===== src/rtl/decode_pipe.sv =====
// RV32I/RV32E decode stage: register file, instruction decoder
// and the ID/EX pipeline register with stall, flush and bubble.
module decode_pipe #(
    parameter int XLEN   = 32,
    parameter int NREGS  = 32,
    parameter int BYPASS = 1
) (
    input  logic            clk,
    input  logic            rst,
    input  logic            regwriteW,
    input  logic [4:0]      rdW,
    input  logic [XLEN-1:0] resultW,
    input  logic            validD,
    input  logic [31:0]     instrD,
    input  logic [XLEN-1:0] pcD,
    input  logic [XLEN-1:0] pc4D,
    input  logic            stallE,
    input  logic            flushE,
    output logic [4:0]      rs1D,
    output logic [4:0]      rs2D,
    output logic            loaduse_hazard,
    output logic            validE,
    output logic            regwriteE,
    output logic            memrwE,
    output logic            memreadE,
    output logic            brunE,
    output logic            branchE,
    output logic            jumpE,
    output logic            jalrE,
    output logic            bselE,
    output logic            aselE,
    output logic            illegalE,
    output logic [1:0]      wbselE,
    output logic [2:0]      funct3E,
    output logic [3:0]      aluselE,
    output logic [4:0]      rdE,
    output logic [4:0]      rs1E,
    output logic [4:0]      rs2E,
    output logic [XLEN-1:0] rd1E,
    output logic [XLEN-1:0] rd2E,
    output logic [XLEN-1:0] imm_exE,
    output logic [XLEN-1:0] pcE,
    output logic [XLEN-1:0] pc4E
);
    localparam int         AW = $clog2(NREGS);
    localparam logic [5:0] NR = 6'(NREGS);

    localparam logic [6:0] OP_R    = 7'b0110011;
    localparam logic [6:0] OP_I    = 7'b0010011;
    localparam logic [6:0] OP_LD   = 7'b0000011;
    localparam logic [6:0] OP_ST   = 7'b0100011;
    localparam logic [6:0] OP_BR   = 7'b1100011;
    localparam logic [6:0] OP_JAL  = 7'b1101111;
    localparam logic [6:0] OP_JALR = 7'b1100111;
    localparam logic [6:0] OP_LUI  = 7'b0110111;
    localparam logic [6:0] OP_AUI  = 7'b0010111;

    localparam logic [3:0] A_ADD  = 4'd0;
    localparam logic [3:0] A_SUB  = 4'd1;
    localparam logic [3:0] A_AND  = 4'd2;
    localparam logic [3:0] A_OR   = 4'd3;
    localparam logic [3:0] A_XOR  = 4'd4;
    localparam logic [3:0] A_SLL  = 4'd5;
    localparam logic [3:0] A_SRL  = 4'd6;
    localparam logic [3:0] A_SRA  = 4'd7;
    localparam logic [3:0] A_SLT  = 4'd8;
    localparam logic [3:0] A_SLTU = 4'd9;
    localparam logic [3:0] A_B    = 4'd10;

    typedef struct packed {
        logic            valid;
        logic            regwrite;
        logic            memrw;
        logic            memread;
        logic            brun;
        logic            branch;
        logic            jump;
        logic            jalr;
        logic            bsel;
        logic            asel;
        logic            illegal;
        logic [1:0]      wbsel;
        logic [2:0]      funct3;
        logic [3:0]      alusel;
        logic [4:0]      rd;
        logic [4:0]      rs1;
        logic [4:0]      rs2;
        logic [XLEN-1:0] rd1;
        logic [XLEN-1:0] rd2;
        logic [XLEN-1:0] imm;
        logic [XLEN-1:0] pc;
        logic [XLEN-1:0] pc4;
    } idex_t;

    idex_t           d;
    idex_t           q;
    logic [XLEN-1:0] regs [NREGS];
    logic [XLEN-1:0] rd1;
    logic [XLEN-1:0] rd2;
    logic            use_rd;
    logic            use1;
    logic            use2;
    logic            bad;
    logic [6:0]      op;
    logic [6:0]      f7;
    logic [2:0]      f3;
    logic [4:0]      rdf;
    logic [XLEN-1:0] imm_i;
    logic [XLEN-1:0] imm_s;
    logic [XLEN-1:0] imm_b;
    logic [XLEN-1:0] imm_j;
    logic [XLEN-1:0] imm_u;

    assign op   = instrD[6:0];
    assign rdf  = instrD[11:7];
    assign f3   = instrD[14:12];
    assign rs1D = instrD[19:15];
    assign rs2D = instrD[24:20];
    assign f7   = instrD[31:25];

    assign imm_i = {{(XLEN-12){instrD[31]}}, instrD[31:20]};
    assign imm_s = {{(XLEN-12){instrD[31]}}, instrD[31:25], instrD[11:7]};
    assign imm_b = {{(XLEN-13){instrD[31]}}, instrD[31], instrD[7],
                    instrD[30:25], instrD[11:8], 1'b0};
    assign imm_j = {{(XLEN-21){instrD[31]}}, instrD[31], instrD[19:12],
                    instrD[20], instrD[30:21], 1'b0};
    assign imm_u = XLEN'({instrD[31:12], 12'b0});

    // Register file: cleared by reset, x0 and out-of-range writes dropped
    always_ff @(posedge clk) begin
        if (rst) begin
            for (int i = 0; i < NREGS; i++) regs[i] <= '0;
        end else if (regwriteW && rdW != 5'd0 && {1'b0, rdW} < NR) begin
            regs[rdW[AW-1:0]] <= resultW;
        end
    end

    // Read ports with optional same-cycle forwarding of write-back data
    always_comb begin
        rd1 = '0;
        rd2 = '0;
        if (rs1D != 5'd0 && {1'b0, rs1D} < NR) begin
            rd1 = regs[rs1D[AW-1:0]];
            if (BYPASS != 0 && regwriteW && rdW == rs1D) rd1 = resultW;
        end
        if (rs2D != 5'd0 && {1'b0, rs2D} < NR) begin
            rd2 = regs[rs2D[AW-1:0]];
            if (BYPASS != 0 && regwriteW && rdW == rs2D) rd2 = resultW;
        end
    end

    // Instruction decode into the next ID/EX bundle
    always_comb begin
        d        = '0;
        use_rd   = 1'b0;
        use1     = 1'b0;
        use2     = 1'b0;
        bad      = 1'b0;
        d.valid  = 1'b1;
        d.funct3 = f3;
        d.rd     = rdf;
        d.rs1    = rs1D;
        d.rs2    = rs2D;
        d.rd1    = rd1;
        d.rd2    = rd2;
        d.pc     = pcD;
        d.pc4    = pc4D;
        unique case (op)
            OP_R: begin
                use_rd     = 1'b1;
                use1       = 1'b1;
                use2       = 1'b1;
                d.regwrite = 1'b1;
                d.wbsel    = 2'b01;
                unique case ({f7, f3})
                    {7'h00, 3'd0}: d.alusel = A_ADD;
                    {7'h20, 3'd0}: d.alusel = A_SUB;
                    {7'h00, 3'd1}: d.alusel = A_SLL;
                    {7'h00, 3'd2}: d.alusel = A_SLT;
                    {7'h00, 3'd3}: d.alusel = A_SLTU;
                    {7'h00, 3'd4}: d.alusel = A_XOR;
                    {7'h00, 3'd5}: d.alusel = A_SRL;
                    {7'h20, 3'd5}: d.alusel = A_SRA;
                    {7'h00, 3'd6}: d.alusel = A_OR;
                    {7'h00, 3'd7}: d.alusel = A_AND;
                    default:       bad      = 1'b1;
                endcase
            end
            OP_I: begin
                use_rd     = 1'b1;
                use1       = 1'b1;
                d.regwrite = 1'b1;
                d.wbsel    = 2'b01;
                d.bsel     = 1'b1;
                d.imm      = imm_i;
                unique case (f3)
                    3'd0: d.alusel = A_ADD;
                    3'd2: d.alusel = A_SLT;
                    3'd3: d.alusel = A_SLTU;
                    3'd4: d.alusel = A_XOR;
                    3'd6: d.alusel = A_OR;
                    3'd7: d.alusel = A_AND;
                    3'd1: begin
                        if (f7 == 7'h00) d.alusel = A_SLL;
                        else bad = 1'b1;
                    end
                    3'd5: begin
                        if (f7 == 7'h00 || f7 == 7'h20)
                            d.alusel = instrD[30] ? A_SRA : A_SRL;
                        else bad = 1'b1;
                    end
                endcase
            end
            OP_LD: begin
                use_rd     = 1'b1;
                use1       = 1'b1;
                d.regwrite = 1'b1;
                d.memread  = 1'b1;
                d.bsel     = 1'b1;
                d.imm      = imm_i;
                if (f3 == 3'd3 || f3[2:1] == 2'b11) bad = 1'b1;
            end
            OP_ST: begin
                use1    = 1'b1;
                use2    = 1'b1;
                d.memrw = 1'b1;
                d.bsel  = 1'b1;
                d.imm   = imm_s;
                if (f3[2] || f3[1:0] == 2'b11) bad = 1'b1;
            end
            OP_BR: begin
                use1     = 1'b1;
                use2     = 1'b1;
                d.branch = 1'b1;
                d.asel   = 1'b1;
                d.bsel   = 1'b1;
                d.brun   = f3[2] & f3[1];
                d.imm    = imm_b;
                if (f3[2:1] == 2'b01) bad = 1'b1;
            end
            OP_JAL: begin
                use_rd     = 1'b1;
                d.regwrite = 1'b1;
                d.jump     = 1'b1;
                d.asel     = 1'b1;
                d.bsel     = 1'b1;
                d.wbsel    = 2'b10;
                d.imm      = imm_j;
            end
            OP_JALR: begin
                use_rd     = 1'b1;
                use1       = 1'b1;
                d.regwrite = 1'b1;
                d.jump     = 1'b1;
                d.jalr     = 1'b1;
                d.bsel     = 1'b1;
                d.wbsel    = 2'b10;
                d.imm      = imm_i;
                if (f3 != 3'd0) bad = 1'b1;
            end
            OP_LUI: begin
                use_rd     = 1'b1;
                d.regwrite = 1'b1;
                d.wbsel    = 2'b01;
                d.bsel     = 1'b1;
                d.alusel   = A_B;
                d.imm      = imm_u;
            end
            OP_AUI: begin
                use_rd     = 1'b1;
                d.regwrite = 1'b1;
                d.wbsel    = 2'b01;
                d.asel     = 1'b1;
                d.bsel     = 1'b1;
                d.imm      = imm_u;
            end
            default: bad = 1'b1;
        endcase
        if ((use_rd && {1'b0, rdf} >= NR) ||
            (use1 && {1'b0, rs1D} >= NR) ||
            (use2 && {1'b0, rs2D} >= NR)) bad = 1'b1;
        if (bad) begin
            d.illegal  = 1'b1;
            d.regwrite = 1'b0;
            d.memrw    = 1'b0;
            d.memread  = 1'b0;
            d.branch   = 1'b0;
            d.jump     = 1'b0;
            d.jalr     = 1'b0;
            d.brun     = 1'b0;
        end
    end

    // ID/EX register: reset, then flush, then stall hold, then load
    always_ff @(posedge clk) begin
        if (rst || flushE) q <= '0;
        else if (!stallE) q <= validD ? d : '0;
    end

    assign loaduse_hazard = q.memread && q.rd != 5'd0 && validD &&
                            ((use1 && q.rd == rs1D) ||
                             (use2 && q.rd == rs2D));

    assign validE    = q.valid;
    assign regwriteE = q.regwrite;
    assign memrwE    = q.memrw;
    assign memreadE  = q.memread;
    assign brunE     = q.brun;
    assign branchE   = q.branch;
    assign jumpE     = q.jump;
    assign jalrE     = q.jalr;
    assign bselE     = q.bsel;
    assign aselE     = q.asel;
    assign illegalE  = q.illegal;
    assign wbselE    = q.wbsel;
    assign funct3E   = q.funct3;
    assign aluselE   = q.alusel;
    assign rdE       = q.rd;
    assign rs1E      = q.rs1;
    assign rs2E      = q.rs2;
    assign rd1E      = q.rd1;
    assign rd2E      = q.rd2;
    assign imm_exE   = q.imm;
    assign pcE       = q.pc;
    assign pc4E      = q.pc4;
endmodule


===== config.mk =====
export PLATFORM = sky130hd
export DESIGN_NAME = decode_pipe
export DESIGN_NICKNAME = d
export VERILOG_FILES = /design/src/rtl/decode_pipe.sv
export SDC_FILE = /design/constraint.sdc
export NUM_CORES = 2
export LEC_CHECK = 0
export BUFFER_PORTS_ARGS = -buffer_cell sky130_fd_sc_hd__buf_2
export CAP_MARGIN = 20
export CORE_ASPECT_RATIO = 1.5
export CORE_MARGIN = 2
export CORE_UTILIZATION = 62
export CTS_BUF_LIST = sky130_fd_sc_hd__clkbuf_16
export DETAILED_ROUTE_END_ITERATION = 16
export HOLD_SLACK_MARGIN = 0.06
export PLACE_DENSITY = 0.8
export SYNTH_ARGS = -nofsm -noshare
export SYNTH_HDL_FRONTEND = slang
export SYNTH_SLANG_ARGS = --single-unit

===== constraint.sdc =====
create_clock -name clk -period 2.1 [get_ports clk]
set_input_delay 0.105 -clock clk [delete_from_list [all_inputs] [get_ports clk]]
set_output_delay 0.105 -clock clk [all_outputs]
set_load 0.01 [all_outputs]

==> results.cfg <==
[detailed_routing]
detailroute.via_count = 45390
detail_route.iter0.violations = 7451
drt_first_pass_iters = 8
drt.antenna.violating_nets = 0
post-route-drc-count = 0
routed_wire_length_per_instance_microns = 33.30
final_routed_wirelength_microns = 211300
avgViaCountPerCell = 7.155

[yosys]
yosys.area_share.simple_pct = 13.94
ys_seq_elements = 1219
netlist_instances = 4289
synth_top_cell_by_area = edfxtp_1
synth_edf_count = 1024
synth.mux.area_fraction_pct = 20.34
synth.cells.most_frequent = edfxtp_1, and2_1, mux4_2, clkbuf_1, dfxtp_1
synth.distinct_cells = 62
synth_xor_xnor_area_share_pct = 0.2995
async_flop_share_pct = 0
top_count_cell_post_synth = edfxtp_1
postSynthAreaPerCell_sq_um = 14.32
post_synth_main_area_contributors = edfxtp_1, mux4_2, and2_1, dfxtp_1, clkbuf_1
synth_adder_area_share_pct = 0.01630
synth-compound-area-share_pct = 5.706
dominantRegCellSynth = edfxtp_1
synth-seq-area-share_pct = 56.42
dominant_combinational_cell_family_by_area_after_synthesis = multiplexers
yosys_warnings = 0
syn-cell-area_sq_mm = 0.06142
synth_top_area_share_pct = 50.07

[timing]
layout_worst_path_cycle_share_pct = 112.6
least_margin_pin_slew_ns = 0.9682
setup_slack_ns = -0.2643
fmax_mhz = 423.0
setup_viol = 3
grt_setup_unrepaired = yes
final-hold-violation-count = 0
slew_violations = 0
fin_tns_setup_ns = -0.5593
finClkSkew_ns = 0.02142
layout_min_cycle_time_ns = 2.364
worst_slew_margin_rel_pct = 35.45

[global_route]
first_pass_grt_wire_length_microns = 301000
grt_util_met1_pct = 47.90
track_usage_pct = 41.58
antenna_found_initial = 19
gr-max-usage-layer = met2
global_route.overflow_total = 0
number_of_global_route_vias_before_repair = 46200
grt.met3_usage_pct = 12.38
grtUsageMet2_pct = 66.48
grt_max_degree = 96

[finish]
final_net_count = 5085
area_growth_pct = 20.24
drive_above_1_share_pct = 32.47
finalInstanceArea_sq_mm = 0.07385
multiInputGateArea_sq_mm = 0.02510
filler_cell_count = 5544
layout.area.seq_sq_mm = 0.03466

[floorplanning]
core.rowCount = 141
die-area_sq_mm = 0.1016
initial_core_utilization_pct = 62.39
core_region_area_sq_mm = 0.09844
die_x_microns = 261.0
fp.dieH_microns = 389.5
io_pins = 345

[placed_design]
routabilityCongestion = 1.007
dpl_worst_slack_ns = -0.3563
io_buffer_count = 344
area_after_dpl_sq_mm = 0.06838
hpwl_microns = 135200

[clocking]
clk-insertion-delay-late_ns = 0.74
cts.sinks = 1219
clock_tree_from_tritoncts = built
clk_pin_slew_worst_paths_ns = 0.07
cts_max_level = 3
cts.path.max_buffers = 3
cts-buffers-inserted = 111
clock-root-buffer = clkbuf_16

[setup_path]
critical_path_peak_fanout = 3
worst-endpoint-required_ns = 2.00
element_type_at_the_critical_path_end = output port
r2r_slack_ns = 0.01
reg2regPathDepth = 6
worstPathArrival_ns = 2.26
critical_path_class = flip-flop to output port
start_kind = flip-flop

[worst_hold_path]
worstHoldPathCells = 6
class_of_the_tightest_hold_or_removal_check = primary input to flip-flop

[status]
violations_in_the_final_reports = setup timing
status = complete, but fails checks

[power_and_ir_drop]
power_density_relative_to_cell_area_mw_per_mm2 = 753.0
vdd_drop_max_v = 0.0007918
leakage_nw = 27.04

[flow_run]
max_cap_violations = 0
==> registers in the layout, indices dropped and copies added, names as in the netlist <==
register,flops
aluselE,4
pcE,32
regwriteE,1
branchE,1
validE,1
aselE,1
imm_exE,32
rd1E,32
jumpE,1
illegalE,1
bselE,1
rdE,5
brunE,1
rs2E,5
jalrE,1
rs1E,5
rd2E,32
memrwE,1
pc4E,32
regs,1024
funct3E,3
memreadE,1
wbselE,2
==> layout make-up <==
class	instances	area share [%]
diodes	13	0.04405
inverters	6	0.03219
well taps	1287	2.180
flip-flops and latches	1219	46.93
multi-input cells	2640	33.99
clock buffers	112	3.795
clock inverters	99	1.033
repair buffers	968	12.00
==> cells by family (layout without fill, tap and decap cells) <==
kind of cell | count (synthesis) | after routing
adder cells (fa/ha/maj) | 1 | 1
flip-flops | 1219 | 1219
multiplexers | 615 | 615
XOR/XNOR | 21 | 21
other | 1 | 45
AND/OR/NAND/NOR | 1488 | 1488
buffers and inverters | 461 | 1185
AO/OA/AOI/OAI | 483 | 483
==> per-layer routing <==
| layer | routed length (microns) | part of all wire, % |
|---|---|---|
| met5 | 95 | 0.045 |
| met4 | 17870 | 8.5 |
| met3 | 29710 | 14 |
| met2 | 99650 | 47 |
| met1 | 63930 | 30 |
==> worst max-delay path, cell delays in order (launching register included) <==
cell and delay, ns:
dfxtp_2 0.34, xor2_1 0.16, nor3_2 0.21, nand3_2 0.12, o32ai_2 0.23, o2111a_1 0.31, buf_2 0.16
==> path summary, 6_finish.rpt <==
kind | startpoint | end
worst max register to register | regs[3][24] | rd2E[24]
worst min register to register | imm_exE[14] | imm_exE[14]
worst max-delay path | rdE[0] | loaduse_hazard
worst min-delay path | instrD[4] | imm_exE[11]
==> layout by cell type, fill, tap and decap left out, types with 28 or more instances in the layout <==
| cell | instances |
|---|---|
| mux2_2 | 84 |
| a22oi_1 | 112 |
| and2_1 | 1001 |
| o22ai_1 | 140 |
| nand2_1 | 122 |
| a21oi_1 | 42 |
| o21ai_0 | 28 |
| buf_12 | 156 |
| buf_2 | 337 |
| edfxtp_1 | 1024 |
| mux4_2 | 498 |
| dfxtp_1 | 193 |
| clkbuf_16 | 112 |
| dlygate4sd3_1 | 173 |
| mux2i_1 | 33 |
| conb_1 | 32 |
| buf_4 | 293 |
| nor4_1 | 55 |
| or2_2 | 36 |
| nor2_1 | 144 |
| a221o_1 | 54 |
==> where the power goes <==
part | switching (W) | internal, W | leakage, nW
logic | 0.00376 | 0.00341 | 13.9
registers | 0.000699 | 0.0274 | 11.3
clock network | 0.00941 | 0.0110 | 1.84
==> what timing repair did <==
action,CTS,global route
setup endpoints to repair,2,39
gates resized for setup,4,23
endpoints found under the hold margin,1043,0
gates cloned,0,0
setup buffers,1,1
hold buffers,174,0
pin swaps,7,6
==> metrics by stage <==
| step | cells | utilization, % | hold slack (ns) | power, W |
|---|---|---|---|---|
| after floorplan | 4320 | - | 0.2360 | 0.03208 |
| after global placement | 5944 | 69.46 | 0.3389 | 0.03489 |
| after detailed placement | 5944 | 69.46 | 0.3452 | 0.03513 |
| after CTS | 6330 | 74.88 | 0.06002 | 0.05528 |
| after global routing | 6338 | 75.00 | 0.09375 | 0.05666 |
| final | 6344 | 75.02 | 0.08292 | 0.05561 |
(Power assumes the default switching activity.)
